--- src/rtl/hazard_unit_pkg.sv ---
// hazard_unit_pkg
//   Shared definitions for the pipeline hazard controller: instruction type
//   class codes (mirroring const.v), forwarding select encodings, Tuse/Tnew
//   constants, the scoreboard entry layout and the decode/match helpers used
//   by hazard_unit and hazard_stage_reg.
package hazard_unit_pkg;

  // Instruction type class codes produced by the control decoder.
  localparam logic [4:0] TYPE_CALR  = 5'd0;
  localparam logic [4:0] TYPE_CALI  = 5'd1;
  localparam logic [4:0] TYPE_LUI   = 5'd2;
  localparam logic [4:0] TYPE_LOAD  = 5'd3;
  localparam logic [4:0] TYPE_STORE = 5'd4;
  localparam logic [4:0] TYPE_BEQ   = 5'd5;
  localparam logic [4:0] TYPE_JAL   = 5'd6;
  localparam logic [4:0] TYPE_JR    = 5'd7;
  localparam logic [4:0] TYPE_OTHER = 5'd31;

  // Operand source selects.
  //   D stage: GRF / E(pc8,EXT32) / M(AO,pc8) / W(WD)
  //   E stage: pipelined / - / M / W
  localparam logic [1:0] FWD_GRF = 2'd0;
  localparam logic [1:0] FWD_E   = 2'd1;
  localparam logic [1:0] FWD_M   = 2'd2;
  localparam logic [1:0] FWD_W   = 2'd3;

  // Cycles until an operand is needed. TUSE_NONE exceeds every Tnew,
  // so an unused operand can never stall.
  localparam logic [1:0] TUSE_0    = 2'd0;
  localparam logic [1:0] TUSE_1    = 2'd1;
  localparam logic [1:0] TUSE_2    = 2'd2;
  localparam logic [1:0] TUSE_NONE = 2'd3;

  // Cycles (counted from the E stage) until a result is available.
  localparam logic [1:0] TNEW_0 = 2'd0;
  localparam logic [1:0] TNEW_1 = 2'd1;
  localparam logic [1:0] TNEW_2 = 2'd2;

  // One in-flight instruction as tracked by the scoreboard.
  typedef struct packed {
    logic [4:0] rs;
    logic [4:0] rt;
    logic [4:0] a3;
    logic       we;
    logic [1:0] tnew;
  } sb_entry_t;

  localparam sb_entry_t SB_BUBBLE = '0;

  function automatic logic [1:0] tuse_rs_of(input logic [4:0] t);
    case (t)
      TYPE_BEQ, TYPE_JR:                           return TUSE_0;
      TYPE_CALR, TYPE_CALI, TYPE_LOAD, TYPE_STORE: return TUSE_1;
      default:                                     return TUSE_NONE;
    endcase
  endfunction

  function automatic logic [1:0] tuse_rt_of(input logic [4:0] t);
    case (t)
      TYPE_BEQ:   return TUSE_0;
      TYPE_CALR:  return TUSE_1;
      TYPE_STORE: return TUSE_2;
      default:    return TUSE_NONE;
    endcase
  endfunction

  // Only these classes produce a GRF result the scoreboard must track.
  function automatic logic writes_grf(input logic [4:0] t);
    case (t)
      TYPE_CALR, TYPE_CALI, TYPE_LOAD, TYPE_LUI, TYPE_JAL: return 1'b1;
      default:                                             return 1'b0;
    endcase
  endfunction

  function automatic logic [1:0] tnew_of(input logic [4:0] t);
    case (t)
      TYPE_CALR, TYPE_CALI: return TNEW_1;
      TYPE_LOAD:            return TNEW_2;
      default:              return TNEW_0;
    endcase
  endfunction

  // $0 is hardwired, so it never depends on an in-flight writer.
  function automatic logic reg_match(input logic [4:0] r, input sb_entry_t e);
    return (r != 5'd0) && (r == e.a3) && e.we;
  endfunction

  // Consumer needs the value before the producer can supply it.
  function automatic logic too_early(input logic [4:0] r, input logic [1:0] tuse,
                                     input sb_entry_t e);
    return reg_match(r, e) && (tuse < e.tnew);
  endfunction

  // Nearest matching stage decides; a not-yet-ready match selects GRF and
  // relies on the stall to hold the consumer until the value arrives.
  function automatic logic [1:0] d_fwd_sel(input logic [4:0] r, input sb_entry_t e,
                                           input sb_entry_t m, input sb_entry_t w);
    if (reg_match(r, e)) return (e.tnew == TNEW_0) ? FWD_E : FWD_GRF;
    if (reg_match(r, m)) return (m.tnew == TNEW_0) ? FWD_M : FWD_GRF;
    if (reg_match(r, w)) return FWD_W;
    return FWD_GRF;
  endfunction

  function automatic logic [1:0] e_fwd_sel(input logic [4:0] r, input sb_entry_t m,
                                           input sb_entry_t w);
    if (reg_match(r, m)) return (m.tnew == TNEW_0) ? FWD_M : FWD_GRF;
    if (reg_match(r, w)) return FWD_W;
    return FWD_GRF;
  endfunction

endpackage

--- src/rtl/hazard_stage_reg.sv ---
// hazard_stage_reg
//   One scoreboard entry (E, M or W). Loads the upstream entry every cycle,
//   optionally counting its Tnew down by one (saturating at 0). reset or
//   bubble load an empty entry (we=0).
//   Ports:
//     clk    in   system clock
//     reset  in   synchronous active-high clear
//     bubble in   load an empty entry instead of d
//     d      in   upstream entry
//     q      out  registered entry
module hazard_stage_reg
  import hazard_unit_pkg::*;
#(
  parameter bit DEC_TNEW = 1'b1
) (
  input  logic      clk,
  input  logic      reset,
  input  logic      bubble,
  input  sb_entry_t d,
  output sb_entry_t q
);

  sb_entry_t nxt;

  always_comb begin
    nxt = d;
    if (DEC_TNEW && (d.tnew != TNEW_0)) begin
      nxt.tnew = d.tnew - 2'd1;
    end
  end

  always_ff @(posedge clk) begin
    if (reset || bubble) begin
      q <= SB_BUBBLE;
    end else begin
      q <= nxt;
    end
  end

endmodule

--- src/rtl/hazard_unit.sv ---
// hazard_unit
//   Hazard controller for the 5-stage MIPS pipeline. Tracks in-flight GRF
//   writers in an E/M/W scoreboard, raises stall when a D-stage operand is
//   needed before its producer can supply it, and drives the forwarding
//   selects for the D, E and M stage operand muxes.
//   Ports:
//     clk, reset          clock, synchronous active-high reset
//     D_rs, D_rt          D-stage source register fields
//     D_type              D-stage instruction type class
//     D_GRFA3, D_GRFWE    D-stage destination register / write enable
//     stall               freeze PC and D register, bubble into E
//     D_fwd_rs, D_fwd_rt  D operand source (0 GRF, 1 E, 2 M, 3 W)
//     E_fwd_rs, E_fwd_rt  E operand source (0 pipelined, 2 M, 3 W)
//     M_fwd_rt            M store data source (0 pipelined, 1 W)
//     stall_cnt           number of stalled cycles since reset (wraps)
module hazard_unit
  import hazard_unit_pkg::*;
#(
  parameter int unsigned TYPE_W      = 5,
  parameter int unsigned STALL_CNT_W = 32
) (
  input  logic                   clk,
  input  logic                   reset,
  input  logic [4:0]             D_rs,
  input  logic [4:0]             D_rt,
  input  logic [TYPE_W-1:0]      D_type,
  input  logic [4:0]             D_GRFA3,
  input  logic                   D_GRFWE,
  output logic                   stall,
  output logic [1:0]             D_fwd_rs,
  output logic [1:0]             D_fwd_rt,
  output logic [1:0]             E_fwd_rs,
  output logic [1:0]             E_fwd_rt,
  output logic                   M_fwd_rt,
  output logic [STALL_CNT_W-1:0] stall_cnt
);

  logic [4:0] d_code;
  logic [1:0] tuse_rs_d;
  logic [1:0] tuse_rt_d;
  sb_entry_t  d_entry;
  sb_entry_t  e_q;
  sb_entry_t  m_q;
  sb_entry_t  w_q;
  logic       unused_fields;

  assign d_code = 5'(D_type);

  // Decode the D-stage instruction into Tuse values and its E entry.
  always_comb begin
    tuse_rs_d    = tuse_rs_of(d_code);
    tuse_rt_d    = tuse_rt_of(d_code);
    d_entry      = SB_BUBBLE;
    d_entry.rs   = D_rs;
    d_entry.rt   = D_rt;
    d_entry.a3   = D_GRFA3;
    d_entry.we   = D_GRFWE & writes_grf(d_code);
    d_entry.tnew = tnew_of(d_code);
  end

  // E takes Tnew straight from decode; M and W count it down.
  hazard_stage_reg #(.DEC_TNEW(1'b0)) u_stage_e (
    .clk    (clk),
    .reset  (reset),
    .bubble (stall),
    .d      (d_entry),
    .q      (e_q)
  );

  hazard_stage_reg #(.DEC_TNEW(1'b1)) u_stage_m (
    .clk    (clk),
    .reset  (reset),
    .bubble (1'b0),
    .d      (e_q),
    .q      (m_q)
  );

  hazard_stage_reg #(.DEC_TNEW(1'b1)) u_stage_w (
    .clk    (clk),
    .reset  (reset),
    .bubble (1'b0),
    .d      (m_q),
    .q      (w_q)
  );

  // W always holds Tnew=0, so only E and M can cause a stall.
  always_comb begin
    stall = too_early(D_rs, tuse_rs_d, e_q) | too_early(D_rs, tuse_rs_d, m_q) |
            too_early(D_rt, tuse_rt_d, e_q) | too_early(D_rt, tuse_rt_d, m_q);
  end

  always_comb begin
    D_fwd_rs = d_fwd_sel(D_rs, e_q, m_q, w_q);
    D_fwd_rt = d_fwd_sel(D_rt, e_q, m_q, w_q);
    E_fwd_rs = e_fwd_sel(e_q.rs, m_q, w_q);
    E_fwd_rt = e_fwd_sel(e_q.rt, m_q, w_q);
    M_fwd_rt = reg_match(m_q.rt, w_q);
  end

  always_ff @(posedge clk) begin
    if (reset) begin
      stall_cnt <= '0;
    end else if (stall) begin
      stall_cnt <= stall_cnt + STALL_CNT_W'(1);
    end
  end

  // Entry fields carried for uniformity but not read at these stages.
  assign unused_fields = ^{m_q.rs, w_q.rs, w_q.rt, w_q.tnew};

endmodule

--- config.mk ---
export PLATFORM = sky130hd
export DESIGN_NAME = hazard_unit
export DESIGN_NICKNAME = d
export VERILOG_FILES = /design/src/rtl/hazard_unit_pkg.sv /design/src/rtl/hazard_stage_reg.sv /design/src/rtl/hazard_unit.sv
export SDC_FILE = /design/constraint.sdc
export NUM_CORES = 1
export LEC_CHECK = 0
export ABC_AREA = 0
export CAP_MARGIN = 40
export CORE_ASPECT_RATIO = 1.4
export CORE_MARGIN = 4
export CORE_UTILIZATION = 40
export DETAILED_ROUTE_END_ITERATION = 12
export HOLD_SLACK_MARGIN = 0.15
export PLACE_DENSITY = 0.63
export SETUP_SLACK_MARGIN = 0.15
export SLEW_MARGIN = 20
export SYNTH_ARGS = -nofsm -noshare
export SYNTH_HDL_FRONTEND = slang
export SYNTH_SLANG_ARGS = --single-unit
--- constraint.sdc ---
create_clock -name clk -period 8.3 [get_ports clk]
set_clock_uncertainty 0.2 [all_clocks]
set_input_delay 2.075 -clock clk [delete_from_list [all_inputs] [get_ports clk]]
set_output_delay 2.075 -clock clk [all_outputs]
set_load 0.01 [all_outputs]
Word level (Yosys, flattened, before mapping)
Cells that the tools add are included. Widths: inputs -> output; s select.

Output and inout port bits: 42. Register bits: 69. Input port bits: 23.

Equality and inequality tests: 18. Add/sub/neg operators: 2. Bitwise logic cells: 4. Reductions and logical operators: 40. Magnitude comparators: 4. Mux-type cells: 45.

Operators by type and width (number): $eq 5x5->1 (11); $mux 2 (22); $add 32x1->32 const B (1); $logic_and 1x1->1 (26); $reduce_bool 5->1 (5); $eq 5x3->1 const B (4); $mux 1 (20); $eq 5x2->1 const B (2); $lt 2x2->1 (4); $pmux 2 s2 (2); $pmux 2 s3 (1); $eq 5x1->1 const B (1); $logic_not 5->1 (1); $reduce_or 5->1 (1); $logic_not 2->1 (2); $reduce_or 2->1 (2); $reduce_or 4->1 (1); $or 1x1->1 (3); $reduce_bool 2->1 (1); $sub 2x1->2 const B (1); $and 1x1->1 (1); $logic_or 1x1->1 (1).

Longest topological paths before layout
Word-level depth: 10. Gate-level depth with buffers: 10.

Hierarchy
A second synthesis with hierarchy kept.

Cells, all modules: 467. Area total of the unflattened synthesis: 4496.8 µm².

Modules (own cells, without submodules): hazard_unit (sequential area each 640.6 µm², times used 1, cells each 347, area an instance 2691.3 µm²); hazard_stage_reg at u_stage_m ... (sequential area each 360.3 µm², times used 2, cells each 40, area an instance 603.1 µm²); hazard_stage_reg at u_stage_e (sequential area each 360.3 µm², times used 1, cells each 40, area an instance 599.3 µm²).

Least setup slack after synthesis
No wires, ideal clock.

Kind: input port to output port. Start point: in D_type[2]. End point: out stall. Cell stages on the path: 8. Arrival time: 3625 ps. Slack: 2400 ps. Data required time: 6025 ps. Cell sequence: buf_2 xnor2_1 nand2_1 ha_1 a2111oi_2 nor4_4 buf_6 inv_2.

Cells in the longest elaborated chain, start to end: 8. Elaborated cells between the ends (all ways): 21.

RTL lines: from (decl) (RTL line hazard_unit.sv:26) `input logic [TYPE_W-1:0] D_type,`; $eq 5x2->1, or another cell as far along (RTL line hazard_unit_pkg.sv:51) `case (t)`; $reduce_or 4->1 / $reduce_or 2->1 (equally long branches) (RTL line hazard_unit_pkg.sv:51); $pmux 2 s2 (RTL line hazard_unit_pkg.sv:51); $lt 2x2->1 (RTL line hazard_unit_pkg.sv:91) `return reg_match(r, e) && (tuse < e.tnew);`; $logic_and 1x1->1 (RTL line hazard_unit_pkg.sv:91); $or 1x1->1 (2 in a row) (RTL line hazard_unit.sv:88) `stall = too_early(D_rs, tuse_rs_d, e_q) | too_early(D_rs, tuse_rs_d, m_q) |`; $or 1x1->1 (*) (RTL line hazard_unit.sv:89) `too_early(D_rt, tuse_rt_d, e_q) | too_early(D_rt, tuse_rt_d, m_q);`; to (decl) (RTL line hazard_unit.sv:29) `output logic stall,`.

Every way passes the cells marked *; elsewhere a longest branch is shown, timed or not.

Final worst setup path
Ends and elaborated chain as after synthesis.

==> metrics.md <==
| Metric | Value |
|---|---|
| Status | completed |
| # Post-CTS Setup Buffers | 0 |
| Routed len/inst | 17.0 um |
| RSZ-0062 raised after global routing | false |
| Worst slew pin tran | roughly 0.81 ns |
| Number of synthesized flops with an enable pin | 0 |
| Rows | around 40 |
| Startpoint Class | input port |
| GR Layer Usage met3 | 0.0440 |
| GR met1 Demand/Resource | 0.225 |
| Hold Crit Start | stall_cnt[16] |
| Max Buffers Root-to-Sink | 2 |
| Fin crit period | between 6 and 7 ns |
| Placed insts | 560 |
| CTS tree | yes |
| Worst r2r src | stall_cnt[3] |
| WHS Path Cells | 2 |
| Congestion Overflow GR | 0 |
| Height of the die | approximately 120 um |
| Top cell type by total area after synthesis | dfxtp_1 |
| Routed vias | between 3000 and 4000 |
| Top cell type's share of synthesized area | 0.372 |
| Worst-path cell chain | clkdlybuf4s50_1, xnor2_1, nand2_1, ha_1, a2111oi_2, nor4_4, inv_2, clkdlybuf4s50_1 |
| Max Clock Freq | 144 MHz |
| Reg2Reg Depth | 5 |
| CP top delay family | buffers and inverters |
| Mapped Cells | 416 |
| Register area share after synthesis | 0.372 |
| Commonest cells after routing, fill and taps aside | dfxtp_1, clkdlybuf4s50_1, xnor2_1, a21oi_1, and3_1 |
| Pre-antenna DRT Iters | 4 |
| Die ar. | roughly 11000 um^2 |
| Global route hottest layer | met2 |
| Final hold violations | 0 |
| Detailed Route WL | 9.81 mm |
| Met2 usage | 0.322 |
| Initial antenna violation count | 0 |
| Yosys warns | 0 |
| Count of input and output buffers | 64 |
| CP peak stage delay | 0.69 ns |
| Dpl cell area | between 4000 and 5000 um^2 |
| Max Cap Violations | 0 |
| Largest net degree at the start of global routing | 64 |
| R2R Path End | stall_cnt[26] |
| Commonest non-fill, non-tap cell in the layout | dfxtp_1 |
| Antenna viol nets, final | 0 |
| Hold-fix buffers, CTS | 0 |
| CP Data Required Time | just over 6 ns |
| Worst slew margin | 0.453 |
| Max FO, Critical Path | 8 |
| Htree depth | 3 |
| Root buf cell | clkbuf_16 |
| Initial DRC Count | approximately 120 |
| Initial Util | 0.411 |
| Top FF cell, synth | dfxtp_1 |
| Pins Over Slew Limit | 0 |
| Vias in the first global route | between 3000 and 4000 |
| Clk Latency, worst-skew pair | 0.34 ns |
| Endpoint class of the critical path | primary output |
| Worst hold slack | around 0.3 ns |
| DR vias/cell | 5.74 |
| Finished Core Util | 0.519 |
| Top cells by area, synth | dfxtp_1, xnor2_1, a21oi_1 |
| Mapped Area | between 3000 and 4000 um^2 |
| Gr usage total | 0.195 |
| Syn Area/Cell | slightly below 9 um^2 |
| Core footprint | 9030 um^2 |
| Hold WC Path Type | register to register |
| Cts bufs inserted | 9 |
| Setup Total Neg Slack | 0 ns |
| CP Buf/Inv Count | 3 |
| Post-Layout Inst Area | approximately 4700 um^2 |
| Hold Path End | stall_cnt[16] |
| Critical Path Most Common Cell | clkdlybuf4s50_1 |
| Clock sinks | 69 |
| Layout area overhead | 26.2% |
| Yosys cell types | 54 |
| Final GP Congestion | approximately 0.87 |
| First-pass GRT wire length | about 16 mm |
| # diodes | 0 |
| VDD IR max | 124 uV |
| Lkg Pwr | roughly 0.0015 uW |
| Crit-path slowest cell | clkdlybuf4s50_1 |
| Syn nets | 442 |
| Post-synth ARST share | 0 |
| Critical Path AT | between 4 and 5 ns |
| DRC Markers | 0 |
| FF+latch count, synth | 69 |
| Share of cells above drive strength 1 | 0.0896 |
| Nets | 490 |
| CTS resizes | 0 |
| Post-detail-place hpwl | around 7 mm |
| Flop2flop setup slack | 5.39 ns |
| I/O pin total | 65 |
| CP Class | input port to primary output |
| Power per cell area | between 150 and 200 nW/um^2 |
| Die W | between 80 and 90 um |
| Clk slew on worst S/H paths | 0.06 ns |
| Crit share post-route | 0.837 |
| Non-filler cells in the finished layout | between 500 and 600 |
| Final setup vio count | 0 |
[per-stage QoR]
step / setup slack (ns) / power, uW
2_1_floorplan: 2.40 / 390
3_3_place_gp: 1.41 / 413
3_5_place_dp: 1.34 / 415
4_1_cts: 1.34 / 831
5_1_grt: 1.21 / 849
6_report: 1.36 / 820
[synth_stat cells, types with 4 or more instances]
cell       n
dfxtp_1   69
xnor2_1   45
a21oi_1   33
and3_1    22
nand2_1   21
nor2b_1   18
or4_1     17
clkbuf_1  16
o31ai_1   16
nand4_1   14
nor2_1    13
nand3_1   12
nor3_1    11
o21ai_0   11
xor2_1    11
inv_1      9
or3_1      8
nor4_1     7
buf_2      4
or4b_1     4
[registers in the layout, summed over array words and instances (netlist names)]
register,cells
u_stage_m.q,13
stall_cnt,32
u_stage_w.q,6
u_stage_e.q,18
[worst register-to-register path: cells and delay by family, from the launching register on]
family	cells	cell delay [ns]
flip-flops	1	0.42
AO/OA/AOI/OAI	1	0.15
AND/OR/NAND/NOR	4	2.07
[area by class of cell]
cell class,count,area (um^2)
Tap cell,107,134
Timing Repair Buffer,66,663
Sequential cell,69,1380
Inverter,10,37.5
Multi-Input combinational cell,308,2140
Clock buffer,9,225
Fill cell,877,4350
Clock inverter,7,100
[where the power goes]
group | leakage (uW) | total [uW] | switching [uW] | internal [uW]
combinational | 0.000839 | 58.9 | 27.6 | 31.3
clock | 0.000148 | 412 | 149 | 264
sequential | 0.000562 | 349 | 10.4 | 338
total | 0.00155 | 820 | 187 | 633
[kinds of logic (layout without fill, tap and decap cells)]
| kind of cell | count (synthesis) | after routing | share of synthesized area |
|---|---|---|---|
| mux | 3 | 3 | 0.00877 |
| buf+inv | 39 | 92 | 0.0509 |
| compound gates | 74 | 74 | 0.131 |
| fa+ha+maj | 3 | 3 | 0.0101 |
| simple gates | 172 | 172 | 0.295 |
| flops | 69 | 69 | 0.372 |
| xor+xnor | 56 | 56 | 0.132 |
[metal layers]
layer  up-vias  share of wire  wire (um)
li1       1608              -          -
met1      1574           0.40       3920
met2        96           0.52       5050
met3        27          0.045        442
met4         0          0.040        388
met5         -              0          0
[worst max path at each step]
stage / cells after the start / endpoint / startpoint / slack (ns)
global route: 7 / D_fwd_rt[0] / D_rt[1] / 1.21
floorplan: 8 / stall / D_type[2] / 2.40
finish: 8 / stall / D_type[2] / 1.36
detailed placement: 8 / stall / D_type[2] / 1.34
global placement: 7 / D_fwd_rt[0] / D_rt[1] / 1.41
CTS: 8 / stall / D_type[2] / 1.34
Power figures use the tool's default switching activity.
==> edit, RTL diff (same settings) <==
Put one more register stage on the output `stall_cnt`. The value now appears one clock later. The other outputs are not delayed to match. Comments in the files are not updated.
--- a/src/rtl/hazard_unit.sv
+++ b/src/rtl/hazard_unit.sv
@@ -34,6 +34,8 @@
   output logic                   M_fwd_rt,
   output logic [STALL_CNT_W-1:0] stall_cnt
 );
+
+  logic [STALL_CNT_W-1:0] stall_cnt_s0;
 
   logic [4:0] d_code;
   logic [1:0] tuse_rs_d;
@@ -99,14 +101,18 @@
 
   always_ff @(posedge clk) begin
     if (reset) begin
-      stall_cnt <= '0;
+      stall_cnt_s0 <= '0;
     end else if (stall) begin
-      stall_cnt <= stall_cnt + STALL_CNT_W'(1);
+      stall_cnt_s0 <= stall_cnt_s0 + STALL_CNT_W'(1);
     end
   end
 
   // Entry fields carried for uniformity but not read at these stages.
   assign unused_fields = ^{m_q.rs, w_q.rs, w_q.rt, w_q.tnew};
 
+  always_ff @(posedge clk) begin
+    stall_cnt <= stall_cnt_s0;
+  end
+
 endmodule
 
Function: changed (Yosys sat finds a counterexample within 4 cycles, from zero or initial values and one cycle with reset high).
==> edit against the original RTL <==
Sequential cell count is 32 higher. Clock power down 2%. Cell area is 12% higher. Synthesized area increased by 15%. Power rose by 17%. Setup slack lost 200 ps. Routed wire length shrank 2.5%. Maximum frequency down 2.7%.
==> edit: results (changes against the original RTL) <==
global_route:
  grt_max_degree: 55  # -14%
  grt.met2_usage_pct: 30.7  # -1.5 points
  globalRouteMet3Util_pct: 3.63  # -0.76 points
  use_met1_pct: 18.5  # -4.1 points
  grt_util_all_layers_pct: 16.7  # -2.8 points
  grt_pass1_wl_um: 16000  # -1.0%
yosys:
  synthTopCellsByArea: "dfxtp_1 48%, xnor2_1 9.5%, a21oi_1 3.4%"
  synth.distinct_cells: 45  # -17%
  ys_top_cells_by_count: "101 x dfxtp_1, 46 x xnor2_1, 29 x a21oi_1, 26 x clkbuf_1"
  synth_area_per_cell_um2: 9.41  # +5.5%
  syn-num-nets: 478  # +8.1%
sta:
  timing.hold.ws_ps: 164  # -134 ps
  slew_headroom_pct: 49.6  # +4.4 points
setup_path:
  arrival_ps: 4860  # +190 ps
  reg2reg_to: "stall_cnt_s0[9]$_SDFFE_PP0P_"
  cp_max_fo: 6  # -2
  r2r_slack_ps: 5380  # about the same
  slowest_delay_ps: 520  # -170 ps
  r2r_start: "u_stage_m.q[7]$_SDFF_PP0_"
die:
  core-area_um2: 10400  # +15%
final_layout:
  fin_nets: 528  # +7.8%
  drive_above_1_share_pct: 5.53  # -3.4 points
  fillers: 975  # +11%
outcome:
  status: "completed"
drt:
  drt-total-wl_um: 9560  # -2.5%
  wl_per_cell_um: 14.8  # -13%
  viasPerCell: 5.27  # -8.2%
placement:
  dpl_cell_area_um2: 4970  # +14%
  hpwl_um: 7030  # +0.49%
  placedCellCount: 629  # +12%
hold_path:
  hp-start: "stall_cnt_s0[31]$_SDFFE_PP0P_"
  min_to: "stall_cnt[31]$_DFF_P_"
edit: final cells by class:
cell class                      count  area, um2  area share [%]
Inverter                           10       37.5           0.715
Clock inverter                      4       50.0           0.953
Multi-Input combinational cell    312       2070            39.4
Sequential cell                   101       2020            38.5
Tap cell                          138        173            3.29
Clock buffer                       11        233            4.43
Timing Repair Buffer               68        668            12.7
edit: cells by family (layout without fill, tap and decap cells):
group / after synthesis / in the layout / synth area share [%]
buf+inv: 39 / 93 / 3.82
xor+xnor: 59 / 59 / 12.1
fa+ha+maj: 3 / 3 / 0.882
flops: 101 / 101 / 47.5
compound gates: 68 / 68 / 9.82
simple gates: 178 / 178 / 24.8
mux: 4 / 4 / 1.03
edit: per-stage QoR:
step	worst slack (ps)	util [%]	total power (W)
2_1_floorplan	1690	-	0.000545
3_3_place_gp	1190	47.6	0.000566
4_1_cts	1150	50.5	0.000970
5_1_grt	993	50.5	0.00100
6_report	1160	50.5	0.000959
3_5_place_dp	1150	47.8	0.000568
edit: per-layer routing:
metal	wire, um	share of wire [%]
met3	412	4.3
met4	137	1.4
met5	0	0
met1	3890	41
met2	5120	54
edit: critical path: cells and delay by family:
family                     cells  cell delay, ps
adders and majority gates      1             280
buffers and inverters          3             990
and+or+nand+nor                4            1420
AOI/OAI and AO/OA              1              80
edit: where the power goes:
group          leakage (nW)  switching, W  internal, W   total, W
registers             0.820    0.00000992     0.000491   0.000501
clock network         0.132      0.000171     0.000232   0.000403
logic                 0.806     0.0000247    0.0000304  0.0000551
edit: worst max path at each step:
stage,depth (start not counted),to,slack [ps],startpoint
after CTS,9,stall,1150,D_type[4]
after global placement,9,stall,1190,D_type[4]
after floorplan,11,stall,1690,D_type[4]
after detailed placement,9,stall,1150,D_type[4]
after global routing,9,stall,990,D_type[4]
final,9,stall,1160,D_type[4]
